**config.mk**
```make
export PLATFORM = sky130hd
export DESIGN_NAME = seq_tx_reader
export DESIGN_NICKNAME = d
export VERILOG_FILES = /design/src/rtl/nw_uart_pkg.sv /design/src/rtl/seq_byte_sel.sv /design/src/rtl/seq_tx_reader.sv
export SDC_FILE = /design/constraint.sdc
export NUM_CORES = 1
export LEC_CHECK = 0
export CAP_MARGIN = 5
export CORE_MARGIN = 4
export CORE_UTILIZATION = 52
export DETAILED_ROUTE_END_ITERATION = 12
export MAX_ROUTING_LAYER = met4
export PLACE_DENSITY = 0.87
export SLEW_MARGIN = 40
export SYNTH_ARGS = -nofsm -noshare
export SYNTH_HDL_FRONTEND = slang
export SYNTH_SLANG_ARGS = --single-unit
```
**constraint.sdc**
```tcl
create_clock -name clk -period 6.1 [get_ports clk]
set_input_delay 0.915 -clock clk [delete_from_list [all_inputs] [get_ports clk]]
set_output_delay 0.915 -clock clk [all_outputs]
set_load 0.03 [all_outputs]
```
**src/rtl/nw_uart_pkg.sv**
```systemverilog
// Shared definitions for the Needleman-Wunsch UART path.
// Holds the read-back FSM state encoding, the separator byte and the
// character-count / character-width defaults shared with the RX side.
package nw_uart_pkg;

  localparam int unsigned N_DEFAULT = 8;
  localparam int unsigned W_DEFAULT = 8;
  localparam logic [7:0]  SEP_BYTE  = 8'h0A;

  typedef enum logic [2:0] {
    S_IDLE,
    S_FETCH,
    S_LOAD,
    S_SEND,
    S_WAIT,
    S_FIN
  } tx_state_t;

endpackage

```
**src/rtl/seq_byte_sel.sv**
```systemverilog
// Maps a stream byte index k to its source.
// Ports:
//   k      in   stream byte index, 0..2N+1
//   sel_b  out  byte comes from sequence B (k > N)
//   idx    out  address within the selected sequence, 0..N-1 (0 for separators)
//   is_sep out  byte is a separator (k == N or k == 2N+1)
module seq_byte_sel
  import nw_uart_pkg::*;
#(
  parameter int N    = N_DEFAULT,
  parameter int KW   = $clog2(2 * N + 2),
  parameter int ADDR = $clog2(N + 1)
) (
  input  logic [KW-1:0]   k,
  output logic            sel_b,
  output logic [ADDR-1:0] idx,
  output logic            is_sep
);

  localparam logic [KW-1:0] K_SEP_A = KW'(N);
  localparam logic [KW-1:0] K_B0    = KW'(N + 1);
  localparam logic [KW-1:0] K_SEP_B = KW'(2 * N + 1);

  always_comb begin
    sel_b  = (k > K_SEP_A);
    is_sep = (k == K_SEP_A) || (k == K_SEP_B);
    idx    = '0;
    if (!is_sep) begin
      idx = sel_b ? ADDR'(k - K_B0) : ADDR'(k);
    end
  end

endmodule

```
**src/rtl/seq_tx_reader.sv**
```systemverilog
// Read-back engine: on start, streams sequence A, a separator, sequence B
// and a final separator to the UART transmitter, one byte per
// tx_start/tx_done handshake.
// Ports:
//   clk, rst         clock, asynchronous active-high reset
//   start            single-cycle dump request (accepted only when idle)
//   dout_A, dout_B   memory read data, valid one cycle after re_A / re_B
//   tx_done          TX finished current byte (only observed while waiting)
//   addr_rA, addr_rB memory read addresses (hold outside fetch)
//   re_A, re_B       memory read enables
//   tx_data          byte to transmit
//   tx_start         one-cycle transmit request
//   busy             stream in progress
//   done             one-cycle completion pulse
module seq_tx_reader
  import nw_uart_pkg::*;
#(
  parameter int         N    = N_DEFAULT,
  parameter int         ADDR = $clog2(N + 1),
  parameter int         W    = W_DEFAULT,
  parameter logic [7:0] SEP  = SEP_BYTE
) (
  input  logic            clk,
  input  logic            rst,
  input  logic            start,
  input  logic [W-1:0]    dout_A,
  input  logic [W-1:0]    dout_B,
  input  logic            tx_done,
  output logic [ADDR-1:0] addr_rA,
  output logic [ADDR-1:0] addr_rB,
  output logic            re_A,
  output logic            re_B,
  output logic [7:0]      tx_data,
  output logic            tx_start,
  output logic            busy,
  output logic            done
);

  localparam int            KW     = $clog2(2 * N + 2);
  localparam logic [KW-1:0] K_LAST = KW'(2 * N + 1);

  tx_state_t       state;
  logic [KW-1:0]   k;
  logic [KW-1:0]   k_nxt;
  logic            advance;
  logic            nxt_sel_b;
  logic            nxt_is_sep;
  logic [ADDR-1:0] nxt_idx;
  logic            sel_b_q;
  logic            is_sep_q;

  // Read enables are registered, so the source of the *next* byte must be
  // known while still in IDLE/WAIT; the selector looks at k_nxt for that.
  always_comb begin
    k_nxt   = (state == S_IDLE) ? '0 : k + KW'(1);
    advance = ((state == S_IDLE) && start) ||
              ((state == S_WAIT) && tx_done && (k != K_LAST));
  end

  seq_byte_sel #(
    .N    (N),
    .KW   (KW),
    .ADDR (ADDR)
  ) u_byte_sel (
    .k      (k_nxt),
    .sel_b  (nxt_sel_b),
    .idx    (nxt_idx),
    .is_sep (nxt_is_sep)
  );

  always_ff @(posedge clk or posedge rst) begin
    if (rst) begin
      state    <= S_IDLE;
      k        <= '0;
      addr_rA  <= '0;
      addr_rB  <= '0;
      re_A     <= 1'b0;
      re_B     <= 1'b0;
      tx_data  <= '0;
      tx_start <= 1'b0;
      busy     <= 1'b0;
      done     <= 1'b0;
      sel_b_q  <= 1'b0;
      is_sep_q <= 1'b0;
    end else begin
      re_A     <= 1'b0;
      re_B     <= 1'b0;
      tx_start <= 1'b0;
      done     <= 1'b0;

      case (state)
        S_IDLE: begin
          if (start) busy <= 1'b1;
        end
        S_FETCH: state <= S_LOAD;
        S_LOAD: begin
          tx_data  <= is_sep_q ? SEP : (sel_b_q ? 8'(dout_B) : 8'(dout_A));
          tx_start <= 1'b1;
          state    <= S_SEND;
        end
        S_SEND: state <= S_WAIT;
        S_WAIT: begin
          if (tx_done && (k == K_LAST)) begin
            busy  <= 1'b0;
            done  <= 1'b1;
            state <= S_FIN;
          end
        end
        S_FIN:   state <= S_IDLE;
        default: state <= S_IDLE;
      endcase

      // Shared entry into the next byte from IDLE (k=0) or WAIT (k+1);
      // separators skip the memory fetch.
      if (advance) begin
        k        <= k_nxt;
        sel_b_q  <= nxt_sel_b;
        is_sep_q <= nxt_is_sep;
        if (nxt_is_sep) begin
          state <= S_LOAD;
        end else begin
          state <= S_FETCH;
          if (nxt_sel_b) begin
            re_B    <= 1'b1;
            addr_rB <= nxt_idx;
          end else begin
            re_A    <= 1'b1;
            addr_rA <= nxt_idx;
          end
        end
      end
    end
  end

endmodule
```
Word-level counts from Yosys, hierarchy flattened
Cells that the tools add are included.
W data, S select, Z words.
- register bits after elaboration: 31
- add/sub/neg operators: 2
- order comparisons: 1
- equality and inequality tests: 12
- multiplexer cells: 20
- bitwise operators: 2
- reduce and logical (&&, ||, !) cells: 12
- operators by type and width (kind ; count):
    $mux W8 ; 2
    $pmux W3 S5 ; 1
    $mux W1 ; 11
    $eq A5 B5 Y1 const B ; 2
    $reduce_and A3 Y1 ; 3
    $eq A3 B2 Y1 const B ; 2
    $mux W3 ; 2
    $add A5 B1 Y5 const B ; 1
    $eq A5 B4 Y1 const B ; 1
    $gt A5 B4 Y1 const B ; 1
    $mux W5 ; 1
    $ne A5 B5 Y1 const B ; 1
    $logic_and A1 B1 Y1 ; 4
    $mux W4 ; 1
    $ne A2 B2 Y1 const B ; 2
    $sub A4 B4 Y4 const B ; 1
    $eq A3 B1 Y1 const B ; 1
    $eq A3 B3 Y1 const B ; 1
    $logic_not A3 Y1 ; 1
    $ne A3 B2 Y1 const B ; 1
    $logic_or A1 B1 Y1 ; 2
    $mux W2 ; 1
    $ne A2 B1 Y1 const B ; 1
    $not A1 Y1 ; 2
    3 further kinds ; 3

Logic depth before layout (Yosys ltp)
- depth after elaboration: 6
- mapped depth: 8

By module
Synthesis repeated with hierarchy kept, for this count alone.
- cell total of the unflattened synthesis: 164
- area total of the unflattened synthesis: 1722.9 um^2
- by module, submodules not included (module ; times used ; cells each ; area each (um^2) ; sequential area each (um^2)):
    seq_tx_reader ; 1 ; 140 ; 1566.5 ; 775.7
    seq_byte_sel ; 1 ; 24 ; 156.4 ; 0.0

Worst setup path after synthesis
Ideal clock, no wire load.
- path type: reg-to-reg
- from: reg state[0]
- to: reg addr_rB[0]
- setup time: 0.125 ns
- arrival time: 2.069 ns
- required time: 5.975 ns
- setup slack: 3.906 ns
- stages on the path, launching flop included: 9
- path buffers: 1
- clock period less this slack: 2.194 ns
- cells stage by stage: dfrtp_1 > buf_4 > or3_1 > or2b_2 > inv_1 > ha_1 > a21o_1 > a21oi_4 > mux2_4
- longest elaborated chain between the ends: 6
- elaborated cells on any way between the ends: 15
- classes of those cells: add/sub: 1; order compare: 1; eq/ne: 3; mux: 2; bitwise: 1; reduce/logical: 7
- RTL lines (item ; RTL line ; source):
    from (decl) ; seq_tx_reader.sv:42 ; tx_state_t state;
    from (signal assigned) ; seq_tx_reader.sv:73 ; state <= S_IDLE;
    from (signal assigned) ; seq_tx_reader.sv:95 ; S_FETCH: state <= S_LOAD;
    from (signal assigned) ; seq_tx_reader.sv:99 ; state <= S_SEND;
    $logic_not A3 Y1 * ; seq_tx_reader.sv:55 ; k_nxt = (state == S_IDLE) ? '0 : k + KW'(1);
    $mux W5 * ; seq_tx_reader.sv:55 ;
    via k_nxt[0] ; seq_tx_reader.sv:44 ; logic [KW-1:0] k_nxt;
    branches (longest 4 deep; another with $gt A5 B4 Y1) ; -- ;
    to (signal assigned) ; seq_tx_reader.sv:125 ; addr_rB <= nxt_idx;
    to (decl) ; seq_tx_reader.sv:30 ; output logic [ADDR-1:0] addr_rB,
Mark *: on every way through the listed nets, which the timed path passes.
A chain may end at the register's enable or synchronous reset.

Final worst setup path
- from: reg state[2]
- to: reg addr_rB[2]
- longest elaborated chain between the ends: 6
- elaborated cells on any way between the ends: 15
- classes of those cells: add/sub: 1; order compare: 1; eq/ne: 3; mux: 2; bitwise: 1; reduce/logical: 7
- RTL lines (item):
    branches (longest 6 deep; another with $gt A5 B4 Y1)
Several ways; the timed one is not identified.

==> metrics.txt <==
largest net degree at the start of global routing 32; result of the run finished, final reports clean; worst-case vdd ir drop 0.214 mV; Ant. Diodes 0; Seq/Total Area, Yosys 46.7%; mapped cell area 1660 µm²; most common cell in the netlist dfrtp_1; post-route clock period utilization 39.8%; DR iter-0 viols 46; Max clock buf depth 2; routed vias 1,287; clk root buf clkbuf_4; CORE AREA 3050 µm²; Syn Inst Count 150; #FFs+latches synth 31; Final Skew 0.00952 ns; top post-synthesis cells by count 31 x dfrtp_1, 19 x nand2_1, 10 x o21ai_0, 7 x mux2i_1; CP Capture Type flip-flop; Slowest cell on crit path dfrtp_1; Routability Congestion 0.889; post-CTS setup buffers 0; clock slew at reported path FFs 0.09 ns; Yosys top cell by area dfrtp_1; post-synthesis simple-gate area fraction 16.1%; total power 0.882 mW; delay-heaviest family, CP simple AND/OR/NAND/NOR gates; max-slew violation count 0; io pins 41; syn_nets 174; Final Non-Filler Cells 235; critical path type reg2reg; Power Dens Cells 413 nW/µm²; gr ovfl total 0; most frequent CP cell o21ai_2; Num CTS Buffers 5; Die X 64.5 µm; Slew @ Worst Pin 0.621 ns; f_max 412 MHz; Clock Latency Late Sink 0.33 ns; max cap viols 0; post-CTS sizing 0; dpl hpwl 2.80 mm; share of the synthesized area in the top cell type 46.7%; Compound-Gate Fraction of Synth Area 15.7%; crit path cell chain or3_1, or2b_2, ha_1, o21ai_2, o21ai_2, a21oi_4, mux2_4; post-synthesis xor/xnor area fraction 4.07%; # rows 20; starting density of the core 54.4%; DR pass1 iterations 4; vias in the first global route 1,350; vias per inst 5.48; Leakage 0.904 nW; CP startpoint kind flip-flop; CP bufs+invs 0; Die Y 64.5 µm; initial antenna violation count 0; nets@finish 214; clk sink count 31; number of synthesized flops with an enable pin 0; Fin Setup TNS 0 ns; final worst path period need 2.43 ns; Crit Path Max Fanout 13; total track usage 20.1%; area grow syn2layout 28.4%; RSZ-0062 raised after global routing no; share of layout cells above drive strength 1 14.1%; die area 4160 µm²; port buffer count 40; post-route ant nets 0; fin util 69.9%; Adder-Cell Fraction of Synth Area 3.01%; final worst slack 3.67 ns; Placed Cells incl. Taps 227; Hold Crit Class reg2reg; H-tree depth 2; multiplexer area fraction after synthesis 9.86%; DRC violation count after routing 0; largest family of logic cells by synthesized area simple AND/OR/NAND/NOR gates; Async SR Flop Fraction 100%; Worst EP required 6.32 ns; WL/cell 15.5 µm; top post-synthesis cells by area dfrtp_1 47%, nand2_1 4.3%, mux2i_1 4.2%; Most used DFF post-synth dfrtp_1; first-pass GRT wire length 6.23 mm; final hold violations 0; pre-CTS setup slack 3.50 ns; Detailed Route WL 3.65 mm; CP arrival 2.65 ns; CTS tree done; CTS Hold Bufs 0; Final Setup Violations 0; Mean Syn Cell Area 11.1 µm²; max_slew headroom 58.5%; crit-path max cell delay 0.62 ns; yosys warns 0; synth unique cells 47
==> report_power, final <==
group | internal [mW] | switching (mW) | total [mW]
Combinational | 0.179 | 0.244 | 0.423
Sequential | 0.262 | 0.0604 | 0.322
Clock | 0.0677 | 0.0692 | 0.137
Total | 0.508 | 0.373 | 0.882
==> cell usage in the layout, fill, tap and decap left out, types with 4 or more instances in the layout <==
cell	n
clkdlybuf4s50_1	40
dfrtp_1	31
nand2_1	19
o21ai_0	10
mux2i_1	7
o31ai_1	6
inv_1	5
clkbuf_4	5
nor2b_1	4
nand3_1	4
mux2_4	4
ha_1	4
==> routing by layer <==
metal,global-route usage (%),wire length [µm],vias up
met5,-,0,-
li1,-,-,614
met2,33.8,1830,52
met1,22.5,1510,609
met3,5.55,233,12
met4,8.71,84,0
==> cells by family (layout without fill, tap and decap cells) <==
logic type	count (synthesis)	in the layout
fa+ha+maj	4	4
flops	31	31
compound gates	37	37
mux	14	14
simple gates	45	45
buf+inv	13	54
xor+xnor	6	6
==> path summary, 6_finish.rpt <==
| kind | from | endpoint | slack, ns | cells after the start |
|---|---|---|---|---|
| worst max register to register | state[2] | addr_rB[2] | 3.67 | 7 |
| worst max-delay path | state[2] | addr_rB[2] | 3.67 | 7 |
| worst min register to register | tx_data[0] | tx_data[0] | 0.49 | 2 |
| min in group asynchronous | rst | tx_data[7] | 0.97 | 2 |
| max in group asynchronous | rst | tx_data[0] | 4.72 | 2 |
| worst min-delay path | tx_data[0] | tx_data[0] | 0.49 | 2 |
==> flip-flops by register name, indices dropped and copies added, names as in the netlist <==
register / cells
is_sep_q: 1
addr_rB: 4
done: 1
addr_rA: 4
tx_start: 1
busy: 1
re_B: 1
tx_data: 8
state: 3
sel_b_q: 1
k: 5
re_A: 1
==> layout make-up <==
type,count,area [µm²]
fillers,247,920
multi-input cells,106,811
flip-flops and latches,31,776
repair buffers,40,400
clock buffers,8,68.8
well taps,44,55.1
inverters,6,22.5
==> stage by stage <==
step | hold slack [ns] | area [µm²]
6_report | 0.493 | 2130
5_1_grt | 0.527 | 2130
4_1_cts | 0.499 | 2130
3_5_place_dp | 0.478 | 2060
3_3_place_gp | 0.460 | 2060
2_1_floorplan | 0.512 | 1660
==> worst min-delay path, stage by stage (launching register included) <==
cell	delay (ns)
dfrtp_1	0.35
nand2_1	0.05
o31ai_1	0.06
No activity file was read; power rests on OpenSTA's default activity.
